`src/rtl/img_mem_arbiter.sv`:
```
// img_mem_arbiter
//   Owns the single-port image RAM. Arbitrates the host command path, the zoom
//   engine and the VGA prefetch. It issues at most one access per clock and
//   returns read data with a valid strobe for each requester. The zoom engine
//   can take an exclusive lock that shuts the host out for whole-frame passes.
//
// Ports
//   i_clk, i_rst                    clock, synchronous active-high reset
//   i_host_req/we/addr/wdata        host request (held until o_host_gnt)
//   o_host_gnt, o_host_rvalid       host grant (combinational), read strobe
//   i_zoom_req/we/addr/wdata        zoom engine request
//   o_zoom_gnt, o_zoom_rvalid       zoom grant, read strobe
//   i_zoom_lock_req, o_zoom_lock_ack  exclusive-access handshake
//   i_vga_req, i_vga_addr           VGA prefetch read request
//   o_vga_gnt, o_vga_rvalid         VGA grant, read strobe
//   o_rd_data                       shared read data, qualified by *_rvalid
//   o_mem_addr/wdata/wren           registered RAM controls
//   i_mem_q                         RAM read data (READ_LATENCY after o_mem_*)
module img_mem_arbiter #(
    parameter int ADDR_W       = 16,
    parameter int DATA_W       = 16,
    parameter int MEM_DEPTH    = 19200,
    parameter int READ_LATENCY = 2
) (
    input  logic              i_clk,
    input  logic              i_rst,
    input  logic              i_host_req,
    input  logic              i_host_we,
    input  logic [ADDR_W-1:0] i_host_addr,
    input  logic [DATA_W-1:0] i_host_wdata,
    output logic              o_host_gnt,
    output logic              o_host_rvalid,
    input  logic              i_zoom_req,
    input  logic              i_zoom_we,
    input  logic [ADDR_W-1:0] i_zoom_addr,
    input  logic [DATA_W-1:0] i_zoom_wdata,
    output logic              o_zoom_gnt,
    output logic              o_zoom_rvalid,
    input  logic              i_zoom_lock_req,
    output logic              o_zoom_lock_ack,
    input  logic              i_vga_req,
    input  logic [ADDR_W-1:0] i_vga_addr,
    output logic              o_vga_gnt,
    output logic              o_vga_rvalid,
    output logic [DATA_W-1:0] o_rd_data,
    output logic [ADDR_W-1:0] o_mem_addr,
    output logic [DATA_W-1:0] o_mem_wdata,
    output logic              o_mem_wren,
    input  logic [DATA_W-1:0] i_mem_q
);

    localparam int PIPE_D = READ_LATENCY + 1;
    // One extra bit so a depth equal to 2**ADDR_W still compares correctly.
    localparam logic [ADDR_W:0] DEPTH_C = (ADDR_W+1)'(MEM_DEPTH);

    localparam logic [1:0] ID_HOST = 2'd0;
    localparam logic [1:0] ID_ZOOM = 2'd1;
    localparam logic [1:0] ID_VGA  = 2'd2;

    typedef enum logic [1:0] {ST_ARB, ST_FLUSH, ST_LOCK} state_t;

    state_t                   r_state;
    logic                     r_lock_ack;
    logic                     r_rr_host;   // 1: host wins a host/zoom tie
    logic [ADDR_W-1:0]        r_mem_addr;
    logic [DATA_W-1:0]        r_mem_wdata;
    logic                     r_mem_wren;

    // Read pipeline: valid, requester id and out-of-range flag per stage.
    logic [PIPE_D-1:0]        r_pv;
    logic [PIPE_D-1:0][1:0]   r_pid;
    logic [PIPE_D-1:0]        r_poor;

    logic                     w_host_cand;
    logic                     w_zoom_cand;
    logic                     w_vga_win;
    logic                     w_host_win;
    logic                     w_zoom_win;
    logic                     w_any;
    logic [ADDR_W-1:0]        w_sel_addr;
    logic [DATA_W-1:0]        w_sel_wdata;
    logic                     w_sel_we;
    logic [1:0]               w_sel_id;
    logic                     w_oor;
    logic                     w_host_rd_inflight;

    // Grant selection. Grants are suppressed during reset. VGA is strict
    // highest priority; host is only eligible while arbitrating normally.
    assign w_vga_win   = i_vga_req & ~i_rst;
    assign w_host_cand = i_host_req & (r_state == ST_ARB) & ~i_rst & ~i_vga_req;
    assign w_zoom_cand = i_zoom_req & ~i_rst & ~i_vga_req;
    assign w_host_win  = w_host_cand & (~w_zoom_cand | r_rr_host);
    assign w_zoom_win  = w_zoom_cand & (~w_host_cand | ~r_rr_host);
    assign w_any       = w_vga_win | w_host_win | w_zoom_win;

    always_comb begin
        w_sel_addr  = i_vga_addr;
        w_sel_wdata = '0;
        w_sel_we    = 1'b0;
        w_sel_id    = ID_VGA;
        if (w_host_win) begin
            w_sel_addr  = i_host_addr;
            w_sel_wdata = i_host_wdata;
            w_sel_we    = i_host_we;
            w_sel_id    = ID_HOST;
        end else if (w_zoom_win) begin
            w_sel_addr  = i_zoom_addr;
            w_sel_wdata = i_zoom_wdata;
            w_sel_we    = i_zoom_we;
            w_sel_id    = ID_ZOOM;
        end
    end

    assign w_oor = ({1'b0, w_sel_addr} >= DEPTH_C);

    // The lock may only be taken once no host read is still travelling
    // through the pipeline, so the host never loses a result.
    always_comb begin
        w_host_rd_inflight = 1'b0;
        for (int i = 0; i < PIPE_D; i++) begin
            if (r_pv[i] && (r_pid[i] == ID_HOST)) w_host_rd_inflight = 1'b1;
        end
    end

    always_ff @(posedge i_clk) begin
        if (i_rst) begin
            r_state     <= ST_ARB;
            r_lock_ack  <= 1'b0;
            r_rr_host   <= 1'b1;
            r_mem_addr  <= '0;
            r_mem_wdata <= '0;
            r_mem_wren  <= 1'b0;
            r_pv        <= '0;
            r_pid       <= '0;
            r_poor      <= '0;
        end else begin
            // Memory port: idle cycles hold the address and drop wren.
            if (w_any) begin
                r_mem_addr  <= w_sel_addr;
                r_mem_wdata <= w_sel_wdata;
                r_mem_wren  <= w_sel_we & ~w_oor;
            end else begin
                r_mem_wren  <= 1'b0;
            end

            r_pv[0]   <= w_any & ~w_sel_we;
            r_pid[0]  <= w_sel_id;
            r_poor[0] <= w_oor;
            for (int i = 1; i < PIPE_D; i++) begin
                r_pv[i]   <= r_pv[i-1];
                r_pid[i]  <= r_pid[i-1];
                r_poor[i] <= r_poor[i-1];
            end

            if (w_host_win)      r_rr_host <= 1'b0;
            else if (w_zoom_win) r_rr_host <= 1'b1;

            case (r_state)
                ST_ARB: begin
                    if (i_zoom_lock_req) r_state <= ST_FLUSH;
                end
                ST_FLUSH: begin
                    if (!i_zoom_lock_req) begin
                        r_state <= ST_ARB;
                    end else if (!w_host_rd_inflight) begin
                        r_state    <= ST_LOCK;
                        r_lock_ack <= 1'b1;
                    end
                end
                ST_LOCK: begin
                    if (!i_zoom_lock_req) begin
                        r_state    <= ST_ARB;
                        r_lock_ack <= 1'b0;
                    end
                end
                default: begin
                    r_state    <= ST_ARB;
                    r_lock_ack <= 1'b0;
                end
            endcase
        end
    end

    assign o_host_gnt      = w_host_win;
    assign o_zoom_gnt      = w_zoom_win;
    assign o_vga_gnt       = w_vga_win;
    assign o_zoom_lock_ack = r_lock_ack;
    assign o_mem_addr      = r_mem_addr;
    assign o_mem_wdata     = r_mem_wdata;
    assign o_mem_wren      = r_mem_wren;

    assign o_host_rvalid = r_pv[READ_LATENCY] && (r_pid[READ_LATENCY] == ID_HOST);
    assign o_zoom_rvalid = r_pv[READ_LATENCY] && (r_pid[READ_LATENCY] == ID_ZOOM);
    assign o_vga_rvalid  = r_pv[READ_LATENCY] && (r_pid[READ_LATENCY] == ID_VGA);

    // RAM output lines up with the last pipeline stage; out-of-range reads
    // and non-read cycles present zero.
    assign o_rd_data = (r_pv[READ_LATENCY] && !r_poor[READ_LATENCY]) ? i_mem_q : '0;

endmodule

```
`config.mk`:
```
export PLATFORM = sky130hd
export DESIGN_NAME = img_mem_arbiter
export DESIGN_NICKNAME = d
export VERILOG_FILES = /design/src/rtl/img_mem_arbiter.sv
export SDC_FILE = /design/constraint.sdc
export NUM_CORES = 1
export LEC_CHECK = 0
export BUFFER_PORTS_ARGS = -buffer_cell sky130_fd_sc_hd__clkbuf_2
export CAP_MARGIN = 20
export CELL_PAD_IN_SITES_DETAIL_PLACEMENT = 0
export CELL_PAD_IN_SITES_GLOBAL_PLACEMENT = 1
export CORE_ASPECT_RATIO = 1.25
export CORE_MARGIN = 10
export CORE_UTILIZATION = 30
export DETAILED_ROUTE_END_ITERATION = 7
export GPL_ROUTABILITY_DRIVEN = 0
export PLACE_DENSITY_LB_ADDON = 0.1
export SYNTH_ARGS = -nofsm -noshare
export SYNTH_HDL_FRONTEND = slang
export SYNTH_SLANG_ARGS = --single-unit
```
`constraint.sdc`:
```
create_clock -name i_clk -period 4.15 [get_ports i_clk]
set_input_delay 1.245 -clock i_clk [delete_from_list [all_inputs] [get_ports i_clk]]
set_output_delay 1.245 -clock i_clk [all_outputs]
set_load 0.02 [all_outputs]
```
==> qor.csv, run 1 <==
metric;value;unit
layout cells sized above 1;43.2;%
Core Area;7440;um^2
Routed WL;8660;um
synth warn;0;
Via density;4.85;
clk sinks;49;
Max Buffers Root-to-Sink;2;
crit path launch type;primary input;
first-pass GRT wire length;13800;um
Mapped Avg Cell Area;9.01;um^2
fmax;283;MHz
Tightest Pin Transition;0.739;ns
Port Buffers;159;
Iteration-0 DRC Markers;116;
Finish-stage setup viols;0;
depth of the CTS H-tree;2;
start point of the critical path;i_zoom_req;
Tot Pwr;1.05;mW
CTS Root Cell;clkbuf_8;
design area;3280;um^2
Crit. End Element;output port;
worst hold start;r_poor[0];
Critical Path Fanout Max;6;
hpwl dp;6930;um
die area;11700;um^2
RSZ-0062 raised after global routing;no;
final hold violations;0;
HP Class;flip-flop to flip-flop;
final critical-path share of the clock period;85.2;%
FF+latch count, synth;49;
Crit Path Class;primary input to output port;
die width;98.6;um
Final #Nets;517;
crit path time final;3.54;ns
VDD IR max;169;uV
worst r2r src;r_state[0];
DRT antenna net count;0;
commonest non-fill, non-tap cell in the layout;clkbuf_2;
number of global-route vias before repair;2590;
max-slew violation count;0;
hold buffers post-CTS;0;
Vias;2454;
power density over cell area;321;nW/um^2
Synth-to-Final Area Change;41.8;%
GRT Resource Usage Total;14.4;%
Critical Path AT;2.29;ns
R2R cell count;6;
setup TNS;0;ns
num rows;35;
clk slew on worst S/H paths;0.10;ns
Critical Path RT;2.90;ns
maxcap violations;0;
Max-slew headroom;50.7;%
DRC;0;
total CTS buffers;5;
Hold Path Depth;1;
Initial Utilization;31.1;%
cells resized by post-CTS repair;0;
cell count after synthesis;257;
post-CTS setup buffers;0;
Fillers;808;
DR pass1 iterations;4;
CTS tree;done;
number of diodes;0;
number of I/O pins;160;
synthesized cell area;2310;um^2
dpl cell area;3190;um^2
clk_skew;0.00771;ns
Syn Nets;361;
wire per inst;17.1;um
post-synthesis cell type count;37;
initial antenna violation count;0;
chip height;118;um
Leak Pwr;1.64;nW
most frequent cells in the layout;159 x clkbuf_2, 49 x dfxtp_1, 26 x nand2_1;
pin count of the biggest net entering global routing;40;
register area share after synthesis;42.4;%
total grt overflow;0;
worst skew pair latency;0.30;ns
outcome;completed;
[routing by layer]
layer | vias to the layer above | GRT usage, % | routed length, um
met5 | - | 0 | 0
met4 | 0 | 2.96 | 66
met3 | 5 | 5.71 | 741
met2 | 99 | 25.4 | 4350
met1 | 1113 | 15.7 | 3500
li1 | 1237 | - | -
[worst paths after layout]
path	slack (ns)	end
max	0.61	o_zoom_gnt
min	0.45	r_poor[1]
max reg2reg	1.85	o_mem_wdata[1]
min reg2reg	0.45	r_poor[1]
[logic make-up (layout without fill, tap and decap cells)]
| family | count (synthesis) | count (layout) | synth area share [%] |
|---|---|---|---|
| AND/OR/NAND/NOR | 94 | 94 | 22.9 |
| flip-flops | 49 | 49 | 42.4 |
| AO/OA/AOI/OAI | 69 | 69 | 23.0 |
| multiplexers | 12 | 12 | 5.19 |
| buffers and inverters | 33 | 190 | 6.49 |
[cell usage after synthesis]
master / number / share of area [%]
a32oi_1: 1 / 0.38
a21oi_4: 1 / 0.70
inv_1: 15 / 2.4
a22oi_1: 1 / 0.32
mux2i_1: 12 / 5.2
and2_1: 17 / 4.6
nor2b_1: 9 / 2.4
o211ai_1: 5 / 1.6
a222oi_1: 5 / 2.2
o21ai_1: 10 / 2.2
o21ai_0: 1 / 0.22
clkbuf_1: 5 / 0.81
a221oi_1: 2 / 0.76
dfxtp_1: 49 / 42
and3_1: 1 / 0.27
nand3_1: 2 / 0.43
a221o_1: 16 / 6.9
o21a_1: 1 / 0.32
nand2_1: 26 / 4.2
a22o_1: 8 / 3.0
nor3b_4: 1 / 0.81
nand3_2: 1 / 0.43
a21oi_1: 14 / 3.0
a21o_1: 2 / 0.65
o221ai_1: 1 / 0.38
nand2b_1: 1 / 0.27
a211o_1: 1 / 0.38
nor4_1: 1 / 0.27
inv_2: 1 / 0.16
nor3b_1: 17 / 5.5
and3b_1: 2 / 0.76
nor3_1: 2 / 0.43
or3b_1: 1 / 0.38
buf_2: 9 / 1.9
nor2_1: 13 / 2.1
buf_4: 2 / 0.65
buf_6: 1 / 0.49
[stage by stage]
stage               setup WS [ns]  hold WS [ns]  cells  utilization, %
finish                      0.612         0.451    506            44.1
global route                0.559         0.463    506            44.1
CTS                         0.598         0.453    506            44.1
detailed placement          0.597         0.432    498            42.9
global placement            0.611         0.430    497            42.8
floorplan                   0.461         0.414    257               -
[sequential cells by signal (all words and copies together) (netlist names)]
register / cells
o_mem_addr: 16
o_mem_wdata: 16
o_mem_wren: 1
o_zoom_lock_ack: 1
r_pid: 6
r_poor: 3
r_pv: 3
r_rr_host: 1
r_state: 2
[where the power goes]
part           switching (mW)  internal, mW
logic                   0.136         0.108
clock network           0.169         0.119
registers              0.0177         0.504
total                   0.323         0.730
[critical path, stage by stage]
cell and delay (ns):
clkbuf_2 0.13, or3b_1 0.50, a21oi_4 0.21, clkbuf_2 0.20
[final cells by class]
cell class	instances	area, um^2	area share (%)
inverter	16	60.1	1.83
tap	92	115	3.51
clock buffer	5	68.8	2.10
clock inverter	3	22.5	0.686
timing repair buffer	166	848	25.8
sequential	49	981	29.9
multi-input combinational	175	1190	36.2
Power figures use the tool's default switching activity.
==> run 2, diff against run 1 <==
CORE_UTILIZATION = 28   (was 30)
clock period = 3.9 ns   (was 4.15 ns; I/O delays follow)
==> run 2 against run 1 <==
Effect of this change:
- sequential power grew 6.3%
- worst setup slack worse by 0.14 ns
- critical path type unchanged
- power increased by 13%
- die area is 5.8% higher
- global-route usage decreased by 1.2 points
- count of clock-buffer cells in the layout unchanged
- largest power group unchanged
==> qor.csv, run 2 (synthesis gave the netlist of run 1 again) <==
metric;value;unit
switch share;29.2;%
Clock power frac;31.7;%
num rows;37;
sequential share of power;46.6;%
power density over cell area;360;nW/um^2
hold_ws;0.447;ns
top sig layer;met4;
Finish-stage setup viols;0;
die width;101;um
crit path time final;3.43;ns
Crit. End Element;output port;
total length of routed met2 wires;4470;um
die area;12300;um^2
Initial Utilization;28.4;%
wire per inst;16.3;um
Tightest Pin Transition;0.936;ns
Vias;2413;
Synth-to-Final Area Change;42.8;%
clk sinks;49;
Leak Pwr;1.65;nW
final core utilization;40.6;%
setup TNS;0;ns
commonest non-fill, non-tap cell in the layout;clkbuf_2;
CTS tree;done;
outcome;completed;
number of global-route vias before repair;2645;
worst hold start;r_poor[1];
internal power;0.843;mW
RSZ-0062 raised after global routing;no;
crit path launch type;primary input;
Fillers;890;
maxcap violations;0;
Psw;0.348;mW
clk slew on worst S/H paths;0.10;ns
start point of the critical path;i_rst;
CTS Root Cell;clkbuf_8;
Critical Path Fanout Max;8;
Gate power share;21.7;%
hpwl dp;6640;um
DR pass1 iterations;4;
HP Class;flip-flop to flip-flop;
number of diodes;0;
Critical Path RT;2.73;ns
final hold violations;0;
DRT antenna net count;0;
Via density;4.73;
Max Buffers Root-to-Sink;2;
Crit Path Class;primary input to output port;
depth of the CTS H-tree;2;
hold buffers post-CTS;0;
Port Buffers;159;
pin count of the biggest net entering global routing;40;
layout cells sized above 1;43.1;%
clk_skew;0.0115;ns
GRT Resource Usage Total;13.2;%
VDD IR max;189;uV
max-slew violation count;0;
worst r2r src;r_state[1];
Critical Path AT;2.26;ns
critical path, cell by cell;clkbuf_2 > or3b_1 > a21oi_4 > clkbuf_2;
DRC;0;
metal1 wirelength;2960;um
chip height;122;um
initial antenna violation count;0;
final critical-path share of the clock period;87.9;%
Final #Nets;516;
number of I/O pins;160;
post-CTS setup buffers;0;
Core Area;8150;um^2
slowest stage cell on the critical path;or3b_1;
Max-slew headroom;37.1;%
Max stage delay on crit path;0.54;ns
total grt overflow;0;
worst skew pair latency;0.31;ns
cells resized by post-CTS repair;0;
first-pass GRT wire length;13200;um
total CTS buffers;5;
metal3 WL;811;um
most frequent cells in the layout;159 x clkbuf_2, 49 x dfxtp_1, 26 x nand2_1;
Routed WL;8310;um
Iteration-0 DRC Markers;88;
fmax;292;MHz
crit-path most repeated cell;clkbuf_2;
run 2: power groups by stage:
stage	sequential, mW	clock (mW)	combinational (mW)
after detailed placement	0.567	0	0.263
after global routing	0.561	0.414	0.287
after global placement	0.566	0	0.262
after CTS	0.556	0.391	0.264
after floorplan	0.599	0	0.114
final	0.555	0.378	0.258
run 2: metrics by stage:
step	power, mW	std cells	setup slack [ns]	cell area [um^2]
2_1_floorplan	0.713	257	0.361	2310
3_3_place_gp	0.829	502	0.471	3190
3_5_place_dp	0.831	502	0.458	3190
4_1_cts	1.21	510	0.456	3310
5_1_grt	1.26	510	0.434	3310
6_report	1.19	510	0.473	3310
run 2: layout make-up:
cell class | count | area (um^2) | share of cell area [%]
tap | 97 | 121 | 3.67
clock buffer | 5 | 68.8 | 2.08
inverter | 16 | 60.1 | 1.82
timing repair buffer | 165 | 841 | 25.4
clock inverter | 3 | 46.3 | 1.40
multi-input combinational | 175 | 1190 | 35.9
sequential | 49 | 981 | 29.7
run 2: worst paths after layout:
kind	to	slack, ns	cells after the start
hold reg to reg	r_poor[2]	0.45	1
setup / recovery	o_zoom_gnt	0.47	4
setup reg to reg	o_mem_wdata[5]	1.67	7
hold / removal	r_poor[2]	0.45	1
run 2: critical path, delay by kind of cell:
family	cells	cell delay (ns)
buf+inv	2	0.38
compound gates	1	0.16
simple gates	1	0.54
run 2: metal layers:
layer	global-route usage [%]	vias to the layer above
met5	0	-
met4	2.88	0
met3	5.55	5
met2	24.3	85
met1	13.3	1086
li1	-	1237
==> run 3, diff against run 2 <==
REMOVE_ABC_BUFFERS = 1   (was default)
==> run 3 against run 2 <==
Effect of this change:
- sequential cell count stayed put
- largest cell class unchanged
- cell count is 0.20% lower
- worst hold slack better by 0.0066 ns
- design area is 1.1% lower
- wire length is 0.52% lower
- combinational power hardly changed
- die area stayed put
- fmax is 0.43% higher
- core utilization is 0.45 points lower
- power is 6.6% lower
- sequential share of layout area is 0.33 points higher
- critical path type unchanged
==> qor.csv, run 3 (synthesis gave the netlist of run 1 again) <==
metric;value;unit
crit-path most repeated cell;clkbuf_2;
hpwl dp;6610;um
Port Buffers;159;
Crit. End Element;output port;
number of diodes;0;
total grt overflow;0;
hold_ws;0.454;ns
total CTS buffers;5;
Fillers;876;
layout cells sized above 1;42.7;%
initial antenna violation count;0;
power density over cell area;340;nW/um^2
post-CTS setup buffers;0;
Tightest Pin Transition;0.858;ns
Critical Path RT;2.73;ns
first-pass GRT wire length;12800;um
die area;12300;um^2
Routed WL;8260;um
final core utilization;40.1;%
DR pass1 iterations;4;
depth of the CTS H-tree;2;
pre-CTS setup slack;0.470;ns
Via density;4.75;
num rows;37;
number of global-route vias before repair;2613;
Core Area;8150;um^2
crit path time final;3.41;ns
VDD IR max;153;uV
critical path, cell by cell;clkbuf_2 > or3b_1 > a21oi_4 > clkbuf_2;
Placed Cells;501;
setup TNS;0;ns
GRT Resource Usage Total;12.8;%
commonest non-fill, non-tap cell in the layout;clkbuf_2;
outcome;completed;
die width;101;um
Tot Pwr;1.11;mW
non-filler cells, final;509;
RSZ-0062 raised after global routing;no;
Max-slew headroom;42.4;%
Leak Pwr;1.64;nW
Critical Path AT;2.24;ns
clk_skew;0.0108;ns
Finish-stage setup viols;0;
Crit Path Class;primary input to output port;
dpl cell area;3180;um^2
number of I/O pins;160;
fmax;293;MHz
maxcap violations;0;
design area;3270;um^2
chip height;122;um
slowest stage cell on the critical path;or3b_1;
crit path launch type;primary input;
Iteration-0 DRC Markers;120;
final critical-path share of the clock period;87.5;%
HP Class;flip-flop to flip-flop;
clk slew on worst S/H paths;0.09;ns
DRT antenna net count;0;
Max stage delay on crit path;0.52;ns
hold buffers post-CTS;0;
CTS tree;done;
Synth-to-Final Area Change;41.2;%
Vias;2416;
Max Buffers Root-to-Sink;2;
cells resized by post-CTS repair;0;
wire per inst;16.2;um
Initial Utilization;28.4;%
max-slew violation count;0;
final worst slack;0.488;ns
clk sinks;49;
final hold violations;0;
worst skew pair latency;0.30;ns
pin count of the biggest net entering global routing;43;
Final #Nets;515;
Critical Path Fanout Max;6;
CTS Root Cell;clkbuf_8;
DRC;0;
most frequent cells in the layout;159 x clkbuf_2, 49 x dfxtp_1, 26 x nand2_1;
## run 3: where the power goes
part / switching (mW) / total [mW] / internal (mW)
combinational: 0.143 / 0.257 / 0.114
clock: 0.173 / 0.301 / 0.128
sequential: 0.0183 / 0.555 / 0.537
total: 0.334 / 1.11 / 0.778
## run 3: worst paths after layout
kind / from / to / slack (ns) / cells past startpoint
min: r_poor[1] / r_poor[2] / 0.45 / 1
max: i_zoom_req / o_zoom_gnt / 0.49 / 4
min reg2reg: r_poor[1] / r_poor[2] / 0.45 / 1
max reg2reg: r_state[0] / o_mem_wdata[10] / 1.67 / 7
## run 3: cell type report
type / count / area (um^2) / area share [%]
multi-input cells: 175 / 1190 / 36.3
flip-flops and latches: 49 / 981 / 30.0
repair buffers: 164 / 833 / 25.5
well taps: 97 / 121 / 3.71
clock buffers: 6 / 72.6 / 2.22
inverters: 16 / 60.1 / 1.84
clock inverters: 2 / 13.8 / 0.421
## run 3: worst max-delay path: cells and delay by family
kind / cells / cell delay (ns)
AO/OA/AOI/OAI: 1 / 0.21
buffers and inverters: 2 / 0.34
AND/OR/NAND/NOR: 1 / 0.52
## run 3: routing by layer
layer	GRT usage (%)	wire (um)
met2	22.3	4080
met4	3.58	85
met3	6.17	875
met5	0	0
met1	13.4	3220
